$ cat src/rtl/ram_arbiter.sv
// Round-robin two-client controller for a 32x32 asynchronous RAM with a level-sensitive write strobe.
// Address, data and strobe are all registered and sequenced as setup / strobe / hold.
module ram_arbiter #(
    parameter int AW = 5,
    parameter int DW = 32
) (
    input  logic          clk,
    input  logic          rst,
    input  logic          reqA,
    input  logic          reqB,
    input  logic          weA,
    input  logic          weB,
    input  logic [AW-1:0] addrA,
    input  logic [AW-1:0] addrB,
    input  logic [DW-1:0] wdataA,
    input  logic [DW-1:0] wdataB,
    output logic          ackA,
    output logic          ackB,
    output logic [DW-1:0] rdataA,
    output logic [DW-1:0] rdataB,
    output logic          busy,
    output logic [AW-1:0] mem_address,
    output logic [DW-1:0] mem_data_in,
    output logic          mem_writeOn,
    input  logic [DW-1:0] mem_data_out
);

    typedef enum logic [1:0] {
        IDLE,
        SETUP,
        STROBE,
        HOLD
    } state_t;

    typedef enum logic {
        OWNER_A,
        OWNER_B
    } owner_t;

    state_t state;
    owner_t last_owner;   // also the owner of the transaction in flight
    logic   op_we;

    logic any_req;
    logic grant_b;

    // B wins when it is alone, or on a tie when A was served last.
    assign any_req = reqA | reqB;
    assign grant_b = reqB & (~reqA | (last_owner == OWNER_A));

    // NOTE: every register here uses <= so all of them update from the same pre-edge values;
    // a blocking assignment would let later statements see this edge's new state.
    always_ff @(posedge clk) begin
        if (rst) begin
            state       <= IDLE;
            last_owner  <= OWNER_B;
            op_we       <= 1'b0;
            mem_address <= '0;
            mem_data_in <= '0;
            mem_writeOn <= 1'b0;
            ackA        <= 1'b0;
            ackB        <= 1'b0;
            rdataA      <= '0;
            rdataB      <= '0;
            busy        <= 1'b0;
        end else begin
            case (state)
                IDLE: begin
                    if (any_req) begin
                        last_owner  <= grant_b ? OWNER_B : OWNER_A;
                        mem_address <= grant_b ? addrB : addrA;
                        mem_data_in <= grant_b ? wdataB : wdataA;
                        op_we       <= grant_b ? weB : weA;
                        busy        <= 1'b1;
                        state       <= SETUP;
                    end
                end
                SETUP: begin
                    // Address and data have been stable for a full cycle before the strobe rises.
                    mem_writeOn <= op_we;
                    state       <= STROBE;
                end
                STROBE: begin
                    mem_writeOn <= 1'b0;
                    if (!op_we) begin
                        if (last_owner == OWNER_B) rdataB <= mem_data_out;
                        else                       rdataA <= mem_data_out;
                    end
                    ackA  <= (last_owner == OWNER_A);
                    ackB  <= (last_owner == OWNER_B);
                    state <= HOLD;
                end
                HOLD: begin
                    ackA  <= 1'b0;
                    ackB  <= 1'b0;
                    busy  <= 1'b0;
                    state <= IDLE;
                end
                default: state <= IDLE;
            endcase
        end
    end

endmodule
$ cat config.mk
export PLATFORM = sky130hd
export DESIGN_NAME = ram_arbiter
export DESIGN_NICKNAME = d
export VERILOG_FILES = /design/src/rtl/ram_arbiter.sv
export SDC_FILE = /design/constraint.sdc
export NUM_CORES = 1
export LEC_CHECK = 0
export ABC_CLOCK_PERIOD_IN_PS = 1400
export CAP_MARGIN = 15
export CORE_ASPECT_RATIO = 2
export CORE_MARGIN = 4
export CORE_UTILIZATION = 37
export DETAILED_ROUTE_END_ITERATION = 10
export GPL_ROUTABILITY_DRIVEN = 0
export PLACE_DENSITY = 0.79
export SLEW_MARGIN = 20
export SYNTH_ARGS = -nofsm -noshare
export SYNTH_HDL_FRONTEND = slang
export SYNTH_SLANG_ARGS = --single-unit
$ cat constraint.sdc
create_clock -name clk -period 1.4 [get_ports clk]
set_input_delay 0.21 -clock clk [delete_from_list [all_inputs] [get_ports clk]]
set_output_delay 0.21 -clock clk [all_outputs]
set_load 0.1 [all_outputs]
* Word level (Yosys, flattened, before mapping)
Index checks and enable logic that the tools add are counted.
** Storage, ports and cells
- Bits of input ports :: 112
- Output and inout port bits :: 105
- Logic and storage cells :: 40
- Bits in registers :: 109
** Cells by class
- Reduce and logical (&&, ||, !) cells :: 8
- Mux-type cells :: 11
- Bitwise logic cells :: 6
- Eq/ne operators :: 4
** Operator list (count)
- two-way mux 32 bit :: 1
- one-hot mux 1 bit (2 select lines) :: 4
- one-hot mux 2 bit (4 select lines) :: 1
- AND reduction 3 bit :: 2
- nonzero test 2 bit :: 3
- two-way mux 5 bit :: 1
- equality test 2 bit, second input constant :: 2
- AND reduction 2 bit :: 2
- two-way mux 1 bit :: 3
- NOT 1 bit :: 3
- equality test 2 x 1 -> 1 bit, second input constant :: 1
- zero test 2 bit :: 1
- two-way mux 2 bit :: 1
- inequality test 2 bit, second input constant :: 1
- bitwise OR 1 bit :: 2
- AND 1 bit :: 1

* Depth between registers and ports, before layout
Gate-level depths: netlist of the first run.
- Depth after elaboration :: 4
- Mapped depth :: 8
- Depth with buffers taken out :: 5

* Worst setup path after synthesis of the first run
No wires, ideal clock.
- Path kind :: reg2reg
- Start :: register state[0]
- End :: register rdataA[3]
- Library setup time :: 0.134 ns
- Slack :: -0.140 ns
- Buffers on the path :: 3
- Cell stages (with the launch flop) :: 9
- Data arrival time :: 1.406 ns
- Path through :: dfxtp_1 -> inv_1 -> ha_1 -> buf_4 -> or3b_1 -> buf_2 -> buf_6 -> nand2_1 -> a21oi_1
** Between the ends
- Word-level cells in the longest chain between the ends :: 2
** RTL lines
- start: declaration :: RTL line 40 : state_t state;
- start signal: assignment :: RTL line 55 : state <= IDLE;
- start signal: assignment :: RTL line 75 : state <= SETUP;
- start signal: assignment :: RTL line 81 : state <= STROBE;
- equality test 2 bit :: RTL line 67 : case (state)
- AND reduction 3 bit (no line)
- end signal: assignment :: RTL line 87 : else rdataA <= mem_data_out;
- end: declaration :: RTL line 19 : output logic [DW-1:0] rdataA,
Every way passes these cells.
A chain may end at the register's enable or synchronous reset.

* Worst setup path in the final report of the first run
- Start :: register state[1]
- End :: register mem_data_in[28]
** Between the ends
- Word-level cells in the longest chain between the ends :: 2
** RTL lines
- zero test 2 bit :: RTL line 67
- AND reduction 2 bit (no line)
- end signal: assignment :: RTL line 72 : mem_data_in <= grant_b ? wdataB : wdataA;
- end: declaration :: RTL line 23 : output logic [DW-1:0] mem_data_in,
Every way passes these cells.

==> run_results.csv, run 1 <==
group,metric,value,unit
global_route,grt_max_degree,50,
yosys,yosysWarnings,0,
power,leakage,3.29,nW
floorplanning,die_width,85.9,um
floorplanning,die_h,164,um
sta,min_period_over_period,109,%
yosys,synth-edff-count,0,
flow_run,maxCapViolCount,0,
global_route,overflow,0,
yosys,synthFlopType,"dfxtp_1",
yosys,avgSynthCellArea,8.42,um2
clock_tree,numCtsBuffers,9,
yosys,ys_seq_elements,109,
sta,tns,-1.61,ns
setup_path,end_kind,"flop",
setup_path,startpoint,"state[1]$_SDFFE_PP0P_",
yosys,post-synth-top-count-cell,"nand2_1",
final_layout,layout-drive-gt1-share,35.0,%
clock_tree,numClockSinks,109,
yosys,netlist_instances,533,
clock_tree,path_clk_slew,0.08,ns
sta,layout_setup_ws,-0.128,ns
sta,min_period,1.53,ns
place,io_buffers,216,
drt,drc,0,
setup_path,cp.required,1.64,ns
yosys,ys_top_cells_by_count,"nand2_1 (185), dfxtp_1 (109), a21oi_1 (68), nor2_1 (42), a311oi_2 (21)",
drt,drtPass1Iterations,4,
drt,wl_per_cell,18.5,um
clock_tree,cts.htree.levels,3,
sta,tightestPinTransition,0.749,ns
yosys,ys_seq_area_share,48.6,%
setup_path,rr_endpoint,"mem_data_in[28]$_SDFFE_PP0P_",
sta,clock_skew,0.00695,ns
sta,drv_slew,0,
clock_tree,tritoncts,"built",
yosys,yosysTopAreaCellShare,48.6,%
yosys,synth_cell_type_count,29,
sta,hold_viol,0,
clock_tree,clock_latency,0.34,ns
setup_path,crit_type,"flop to flop",
final_layout,n_antenna_cell,0,
power,ir_worst_vdd,1.79,mV
yosys,synth_area_leaders,"dfxtp_1 (49%), nand2_1 (15%), a21oi_1 (7.6%)",
global_route,track_usage,20.7,%
final_layout,syn_to_final_growth,94.8,%
yosys,synth_fp_nets,650,
clock_tree,clock-root-buffer,"clkbuf_16",
power,p_total,18.8,mW
final_layout,fillerInstances,771,
setup_path,endpoint,"mem_data_in[28]$_SDFFE_PP0P_",
floorplanning,coreArea,11800,um2
floorplanning,rows,56,
global_route,grt_pass1_vias,4675,
yosys,synth-async-reset-ratio,0,%
setup_path,worstRegToRegCells,6,
sta,fmax,654,MHz
setup_path,reg2reg_from,"state[1]$_SDFFE_PP0P_",
setup_path,critPathLaunchType,"flop",
floorplanning,die-area,14100,um2
outcome,status,"finished with violations",
sta,relSlewSlack,50.0,%
hold_path,hold_path_class,"input port to flop",
drt,ant_nets,0,
global_route,antenna_found_initial,0,
setup_path,cp_max_fo,9,
drt,drt-vias-per-instance,5.27,
floorplanning,num_io_pins,217,
final_layout,fin_nets,866,
drt,detailedRoute.firstIterationViolations,163,
drt,vias,4739,
setup_path,r2r_setup_slack,-0.13,ns
setup_path,arrival,1.77,ns
sta,rsz0062_at_grt,"yes",
outcome,violations,"setup timing",
power,power_density,2150,nW/um2
yosys,yosys.area.top_type,"dfxtp_1",
global_route,grt_pass1_wl,22800,um
place,dp_hpwl,11400,um
sta,setup_viol,68,
drt,routed_wl,16700,um
clock_tree,cts_buffer_depth,2,
yosys,synth_area,4490,um2
floorplanning,initial_core_util,38.1,%
==> kinds of logic (layout without fill, tap and decap cells) <==
family                   after synthesis  count (layout)  synth area share [%]
adder cells (fa/ha/maj)                5               5                  1.39
multiplexers                           2               2                 0.446
buffers and inverters                 47             268                  6.78
AO/OA/AOI/OAI                        112             112                  19.1
flip-flops                           109             109                  48.6
AND/OR/NAND/NOR                      258             258                  23.7
==> routing by layer <==
metal	GRT usage, %	vias up	share of wire, %
met5	0	-	0
met4	9.29	0	5.1
met3	4.32	60	5.7
met2	41.5	222	57
met1	19.2	2247	33
li1	-	2210	-
==> layout make-up <==
class,instances,area (um2),area share (%)
multi-input combinational,377,2290,26.2
clock buffer,10,229,2.62
clock inverter,6,78.8,0.902
tap,145,181,2.08
timing repair buffer,250,3760,43.0
inverter,2,10.0,0.115
sequential,109,2190,25.0
==> layout by cell type (no fill, tap or decap), types with 2 or more instances in the layout <==
cell and instances:
clkbuf_16 16, a311oi_2 31, clkdlybuf4s50_1 108, nand2_1 167, nor2_1 42, ha_4 2
clkinv_4 2, or3b_4 2, dfxtp_1 106, nand3b_1 2, inv_8 2, buf_12 116
a21oi_2 24, dlymetal6s2s_1 2, a311oi_1 8, nand2_2 32, mux2i_1 2, buf_6 2
dfxtp_2 2, nand2_4 6, ha_1 3, a21oi_1 43, buf_4 14
==> critical path, stage by stage (launching register included) <==
cell	delay [ns]
dfxtp_4	0.37
inv_2	0.07
ha_4	0.16
o21a_4	0.27
clkbuf_16	0.20
nor2_1	0.07
a311oi_2	0.29
==> stage by stage <==
stage	cell area [um2]	setup slack, ns	util, %	cells	hold slack, ns
5_1_grt	8740	-0.167	74.2	899	0.414
3_3_place_gp	7900	-0.239	67.1	870	0.476
6_report	8740	-0.128	74.2	899	0.406
2_1_floorplan	4520	-0.0755	-	533	0.346
3_5_place_dp	7900	-0.367	67.1	870	0.482
4_1_cts	8360	-0.0117	71.0	890	0.381
==> worst min-delay path by stage <==
stage / startpoint / end / cells after the start
6_report: rst / rdataA[26]$_SDFFE_PP0P_ / 2
3_5_place_dp: rdataA[24]$_SDFFE_PP0P_ / rdataA[24]$_SDFFE_PP0P_ / 2
2_1_floorplan: mem_data_out[1] / rdataA[1]$_SDFFE_PP0P_ / 2
4_1_cts: rst / state[1]$_SDFFE_PP0P_ / 2
5_1_grt: rst / state[1]$_SDFFE_PP0P_ / 2
3_3_place_gp: rdataA[31]$_SDFFE_PP0P_ / rdataA[31]$_SDFFE_PP0P_ / 2
==> power by group <==
part           internal (mW)  switching, mW
registers               3.80          0.778
clock network           1.43           1.19
logic                   4.51           7.06
==> state kept, by name (all words and copies together) (netlist names) <==
signal / cells
mem_address: 5
ackA: 1
mem_writeOn: 1
busy: 1
rdataA: 32
state: 2
last_owner: 1
ackB: 1
mem_data_in: 32
rdataB: 32
op_we: 1
==> what timing repair did <==
item | 4_1_cts | 5_1_grt
gates cloned | 2 | 7
hold buffers | 0 | 0
pin swaps | 0 | 24
hold endpoints to repair | 0 | 0
setup buffers | 2 | 3
gates resized for setup | 19 | 57
endpoints found under the setup margin | 49 | 90
No activity file was read; power rests on OpenSTA's default activity.
==> run 2: changes to the inputs <==
--- a/config.mk
+++ b/config.mk
@@ -7,3 +7,3 @@
 export LEC_CHECK = 0
-export ABC_CLOCK_PERIOD_IN_PS = 1400
+export ABC_CLOCK_PERIOD_IN_PS = 1410
 export CAP_MARGIN = 15
@@ -11,6 +11,6 @@
 export CORE_MARGIN = 4
-export CORE_UTILIZATION = 37
+export CORE_UTILIZATION = 41
 export DETAILED_ROUTE_END_ITERATION = 10
 export GPL_ROUTABILITY_DRIVEN = 0
-export PLACE_DENSITY = 0.79
+export PLACE_DENSITY = 0.83
 export SLEW_MARGIN = 20
==> constraint.sdc (replaced) <==
create_clock -name clk -period 1.41 [get_ports clk]
set_input_delay 0.2115 -clock clk [delete_from_list [all_inputs] [get_ports clk]]
set_output_delay 0.2115 -clock clk [all_outputs]
set_load 0.005 [all_outputs]
==> run 2 against run 1 <==
Compared with the run above:
- the run still ends with setup timing left
- clock power decreased by 4%
- total power shrank 39%
- die area down 9.1%
- wire length down 12%
- clock-buffer cell count did not move
- worst setup slack better by 0.12 ns
- via count shrank 3.9%
- critical path depth is 1 lower
- non-clock buffer count fell by 5
- first-iteration DRC count fell by 14%
==> run_results.csv, run 2 (synthesis results as in run 1) <==
group,metric,value,unit
outcome,status,"finished with violations",
outcome,violations,"setup timing",
sta,fmax,707,MHz
power,leakage,3.71,nW
clock_tree,numClockSinks,109,
drt,drc,0,
sta,min_period_over_period,100,%
setup_path,end_kind,"flop",
drt,detailedRoute.firstIterationViolations,140,
sta,min_period,1.41,ns
sta,setup_viol,1,
power,power_density,1550,nW/um2
sta,whs,0.352,ns
drt,drt-vias-per-instance,5.14,
sta,clock_skew,0.00861,ns
final_layout,fin_util,69.8,%
sta,drv_slew,0,
floorplanning,num_io_pins,217,
clock_tree,clock-root-buffer,"clkbuf_16",
global_route,grt_max_degree,45,
setup_path,cp_max_fo,16,
drt,drtPass1Iterations,5,
final_layout,final_cells,886,
floorplanning,rows,53,
global_route,grt_pass1_wl,21900,um
setup_path,critPathLaunchType,"flop",
clock_tree,path_clk_slew,0.07,ns
final_layout,fin_nets,861,
flow_run,maxCapViolCount,0,
place,io_buffers,216,
global_route,antenna_found_initial,0,
setup_path,arrival,1.66,ns
final_layout,layout.cells.most_common,"nand2_1",
sta,tightestPinTransition,0.590,ns
clock_tree,cts.htree.levels,3,
final_layout,final_cell_mix,"nand2_1 (185), clkdlybuf4s50_1 (110), dfxtp_1 (87)",
clock_tree,numCtsBuffers,9,
global_route,grt_pass1_vias,4710,
sta,layout_setup_ws,-0.00420,ns
drt,ant_nets,0,
global_route,track_usage,22.1,%
final_layout,syn_to_final_growth,65.2,%
clock_tree,clock_latency,0.34,ns
setup_path,cp.required,1.65,ns
floorplanning,die_width,82.0,um
sta,relSlewSlack,60.6,%
floorplanning,coreArea,10600,um2
drt,vias,4555,
floorplanning,die_h,156,um
final_layout,reg.largest.list,"mem_data_in (32), rdataA (32), rdataB (32)",
final_layout,layout-drive-gt1-share,17.0,%
drt,wl_per_cell,16.6,um
sta,rsz0062_at_grt,"yes",
sta,hold_viol,0,
place,dp_hpwl,10500,um
final_layout,n_antenna_cell,0,
clock_tree,cts_buffer_depth,2,
floorplanning,die-area,12800,um2
global_route,overflow,0,
setup_path,crit_type,"flop to flop",
place,post-place-cells,865,
clock_tree,tritoncts,"built",
drt,routed_wl,14700,um
floorplanning,initial_core_util,42.3,%
hold_path,hold_path_class,"input port to flop",
sta,tns,-0.00420,ns
power,ir_worst_vdd,0.977,mV
## run 2: cell types whose count changed in the layout (fill, tap and decap cells not counted), sizes merged, moves of 2 or more
cell / change
dlygate4sd2: +56
clkbuf: -6
buf: -105
clkdlybuf4s50: +2
dlymetal6s2s: +47
## run 2: through the flow
stage          total power, mW  setup slack (ns)  cell area [um2]
2_1_floorplan             6.45           -0.0390             4520
3_3_place_gp              8.55            -0.230             6860
3_5_place_dp              8.74            -0.340             6860
4_1_cts                   11.4          0.000427             7220
5_1_grt                   12.1           -0.0565             7410
6_report                  11.5          -0.00420             7410
## run 2: per-layer routing
layer,global-route usage [%],vias to the layer above,routed length [um]
met3,5.78,32,1030
met1,19.9,2146,4810
met2,43.0,183,8310
met4,10.1,0,515
li1,-,2194,-
met5,0,-,0
## run 2: power by group
group | total (mW) | switching, mW | internal, mW
registers | 4.19 | 0.404 | 3.79
clock network | 2.51 | 1.11 | 1.39
logic | 4.80 | 2.24 | 2.56
## run 2: cell type report
class	count	area (um2)
Fill cell	805	3200
Timing Repair Buffer	245	2620
Sequential cell	109	2210
Multi-Input combinational cell	377	2090
Clock buffer	10	229
Tap cell	137	171
Clock inverter	6	68.8
Inverter	2	12.5
## run 2: worst paths after layout
path / depth (start not counted) / slack (ns) / end / startpoint
max: 5 / -0.004 / mem_data_in[8]$_SDFFE_PP0P_ / state[1]$_SDFFE_PP0P_
min: 2 / 0.35 / rdataA[4]$_SDFFE_PP0P_ / rst
max reg2reg: 5 / -0.004 / mem_data_in[8]$_SDFFE_PP0P_ / state[1]$_SDFFE_PP0P_
min reg2reg: 2 / 0.45 / rdataB[27]$_SDFFE_PP0P_ / rdataB[27]$_SDFFE_PP0P_
## run 2: what timing repair did
action	4_1_cts	5_1_grt
cloned	2	2
hold buffers	0	0
buffers inserted	0	1
pin swaps	2	5
endpoints found under the setup margin	106	101
resized for setup	83	60
## run 2: worst max-delay path, stage by stage (launching register included)
cell	delay (ns)
dfxtp_4	0.38
inv_4	0.04
ha_4	0.17
o21a_4	0.18
bufbuf_16	0.31
a311oi_1	0.24
==> run 3: changes to the inputs <==
Settings changed: PLACE_DENSITY 0.83 to 0.81.
==> run 3 against run 2 <==
Compared with the run above:
- the run still ends with setup timing left
- first-iteration DRC count is 49% higher
- clock power rose by 6%
- global-route usage increased by 0.73 points
- critical path type unchanged
- critical endpoint is now rdataB[18]$_SDFFE_PP0P_
- largest cell class unchanged
==> run_results.csv, run 3 (synthesis results as in run 1) <==
group,metric,value,unit
drt,wl_per_cell,17.2,um
setup_path,cpPeakStageDelay,0.35,ns
hold_path,hold_path_class,"input port to flop",
sta,setup_viol,1,
clock_tree,numClockSinks,109,
global_route,grt_pass1_wl,22300,um
power,pwr-share-seq,34.3,%
setup_path,reg2reg_from,"state[0]$_SDFFE_PP0P_",
drt,ant_nets,0,
hold_path,min_from,"rst",
sta,rsz0062_at_grt,"yes",
setup_path,critPathLaunchType,"flop",
clock_tree,tritoncts,"built",
global_route,antenna_found_initial,0,
drt,drtPass1Iterations,7,
clock_tree,numCtsBuffers,9,
drt,vias,4662,
global_route,grt_pass1_vias,4717,
power,ir_worst_vdd,1.04,mV
floorplanning,rows,53,
final_layout,fin_nets,874,
sta,relSlewSlack,64.6,%
clock_tree,cts.htree.levels,3,
sta,min_period_over_period,103,%
floorplanning,die_width,82.0,um
floorplanning,coreArea,10600,um2
sta,hold_viol,0,
outcome,status,"finished with violations",
setup_path,r2r_setup_slack,-0.04,ns
place,io_buffers,216,
setup_path,rr_endpoint,"rdataB[18]$_SDFFE_PP0P_",
final_layout,reg.largest.list,"mem_data_in (32), rdataA (32), rdataB (32)",
setup_path,end_kind,"flop",
sta,tightestPinTransition,0.531,ns
sta,fmax,690,MHz
power,p_sw,3.99,mW
power,internal_power,8.25,mW
flow_run,maxCapViolCount,0,
drt,routed_wl,15400,um
clock_tree,path_clk_slew,0.07,ns
power,p_total,12.2,mW
final_layout,final_cell_mix,"nand2_1 (184), clkdlybuf4s50_1 (109), dfxtp_1 (92)",
final_layout,layout.cells.most_common,"nand2_1",
global_route,track_usage,22.8,%
setup_path,startpoint,"state[0]$_SDFFE_PP0P_",
outcome,violations,"setup timing",
clock_tree,clock_latency,0.35,ns
setup_path,arrival,1.71,ns
floorplanning,num_io_pins,217,
sta,clock_skew,0.00855,ns
place,dp_hpwl,10800,um
sta,min_period,1.45,ns
setup_path,critPathSlowestCell,"dfxtp_2",
floorplanning,die_h,156,um
setup_path,worstRegToRegCells,8,
power,leakage,3.58,nW
sta,layout_setup_ws,-0.0391,ns
floorplanning,initial_core_util,42.3,%
sta,drv_slew,0,
drt,detailedRoute.firstIterationViolations,209,
final_layout,syn_to_final_growth,69.7,%
clock_tree,cts_buffer_depth,2,
place,pre_cts_slack,-0.308,ns
clock_tree,clock-root-buffer,"clkbuf_16",
clock_tree,cts_hold_buffers,0,
global_route,overflow,0,
final_layout,fin_util,71.7,%
final_layout,n_antenna_cell,0,
global_route,grt_max_degree,36,
setup_path,cp_max_fo,16,
setup_path,cp.required,1.67,ns
floorplanning,die-area,12800,um2
drt,drc,0,
power,power_density,1610,nW/um2
sta,whs,0.337,ns
drt,drt-vias-per-instance,5.19,
power,clkPwrFrac,21.7,%
setup_path,endpoint,"rdataB[18]$_SDFFE_PP0P_",
power,combPwrFrac,44.0,%
final_layout,layout-drive-gt1-share,19.6,%
setup_path,crit_path_cell_trace,"inv_4 -> ha_4 -> buf_4 -> nand3b_1 -> buf_6 -> clkbuf_16 -> nand2_1 -> a21oi_1",
setup_path,crit_type,"flop to flop",
power,p_sw_share,32.6,%
## run 3: cell count changes in the layout (fill, tap and decap cells not counted), sizes merged, moves of 6 or more
cell / previous run / this run
buf: 28 / 37
dlymetal6s2s: 49 / 29
clkbuf: 11 / 17
dlygate4sd2: 56 / 77
## run 3: area by class of cell
| type | count | area (um2) |
|---|---|---|
| Timing Repair Buffer | 257 | 2740 |
| Fill cell | 800 | 3000 |
| Multi-Input combinational cell | 378 | 2160 |
| Inverter | 2 | 12.5 |
| Clock buffer | 12 | 267 |
| Clock inverter | 4 | 52.6 |
| Sequential cell | 109 | 2210 |
| Tap cell | 137 | 171 |
## run 3: metrics by stage
stage | std cells | area [um2] | TNS (ns)
floorplan | 533 | 4520 | -1.13
global placement | 869 | 6900 | -8.55
detailed placement | 869 | 6900 | -10.77
CTS | 890 | 7320 | -0.0220
global route | 899 | 7610 | -0.753
finish | 899 | 7610 | -0.0391
## run 3: worst min path at each step
stage	slack, ns	cells after the start	end
2_1_floorplan	0.35	2	rdataA[1]$_SDFFE_PP0P_
3_5_place_dp	0.45	2	rdataB[12]$_SDFFE_PP0P_
6_report	0.34	2	state[1]$_SDFFE_PP0P_
4_1_cts	0.33	2	state[1]$_SDFFE_PP0P_
5_1_grt	0.35	2	state[1]$_SDFFE_PP0P_
3_3_place_gp	0.44	2	rdataB[31]$_SDFFE_PP0P_
## run 3: power groups by stage
| stage | Combinational, mW | Clock, mW | Sequential, mW |
|---|---|---|---|
| final | 5.39 | 2.65 | 4.20 |
| after global routing | 5.81 | 2.83 | 4.28 |
| after CTS | 4.89 | 2.69 | 4.19 |
| after detailed placement | 4.60 | 0 | 4.23 |
| after global placement | 4.45 | 0 | 4.21 |
| after floorplan | 2.22 | 0 | 4.23 |
## run 3: timing repair
action,CTS,global route
hold endpoints to repair,0,0
pin swaps,2,31
setup endpoints to repair,127,87
setup buffers,2,4
resized for setup,110,50
cloned,3,6
## run 3: per-layer routing
metal / wire length, um / track usage, %
met1: 5030 / 20.8
met4: 675 / 11.1
met2: 8700 / 43.5
met3: 1040 / 6.47
met5: 0 / 0
## run 3: worst max-delay path: cells and delay by family (launching register included)
kind	cells	cell delay (ns)
buf+inv	4	0.50
flops	1	0.35
simple gates	2	0.18
compound gates	1	0.18
fa+ha+maj	1	0.16
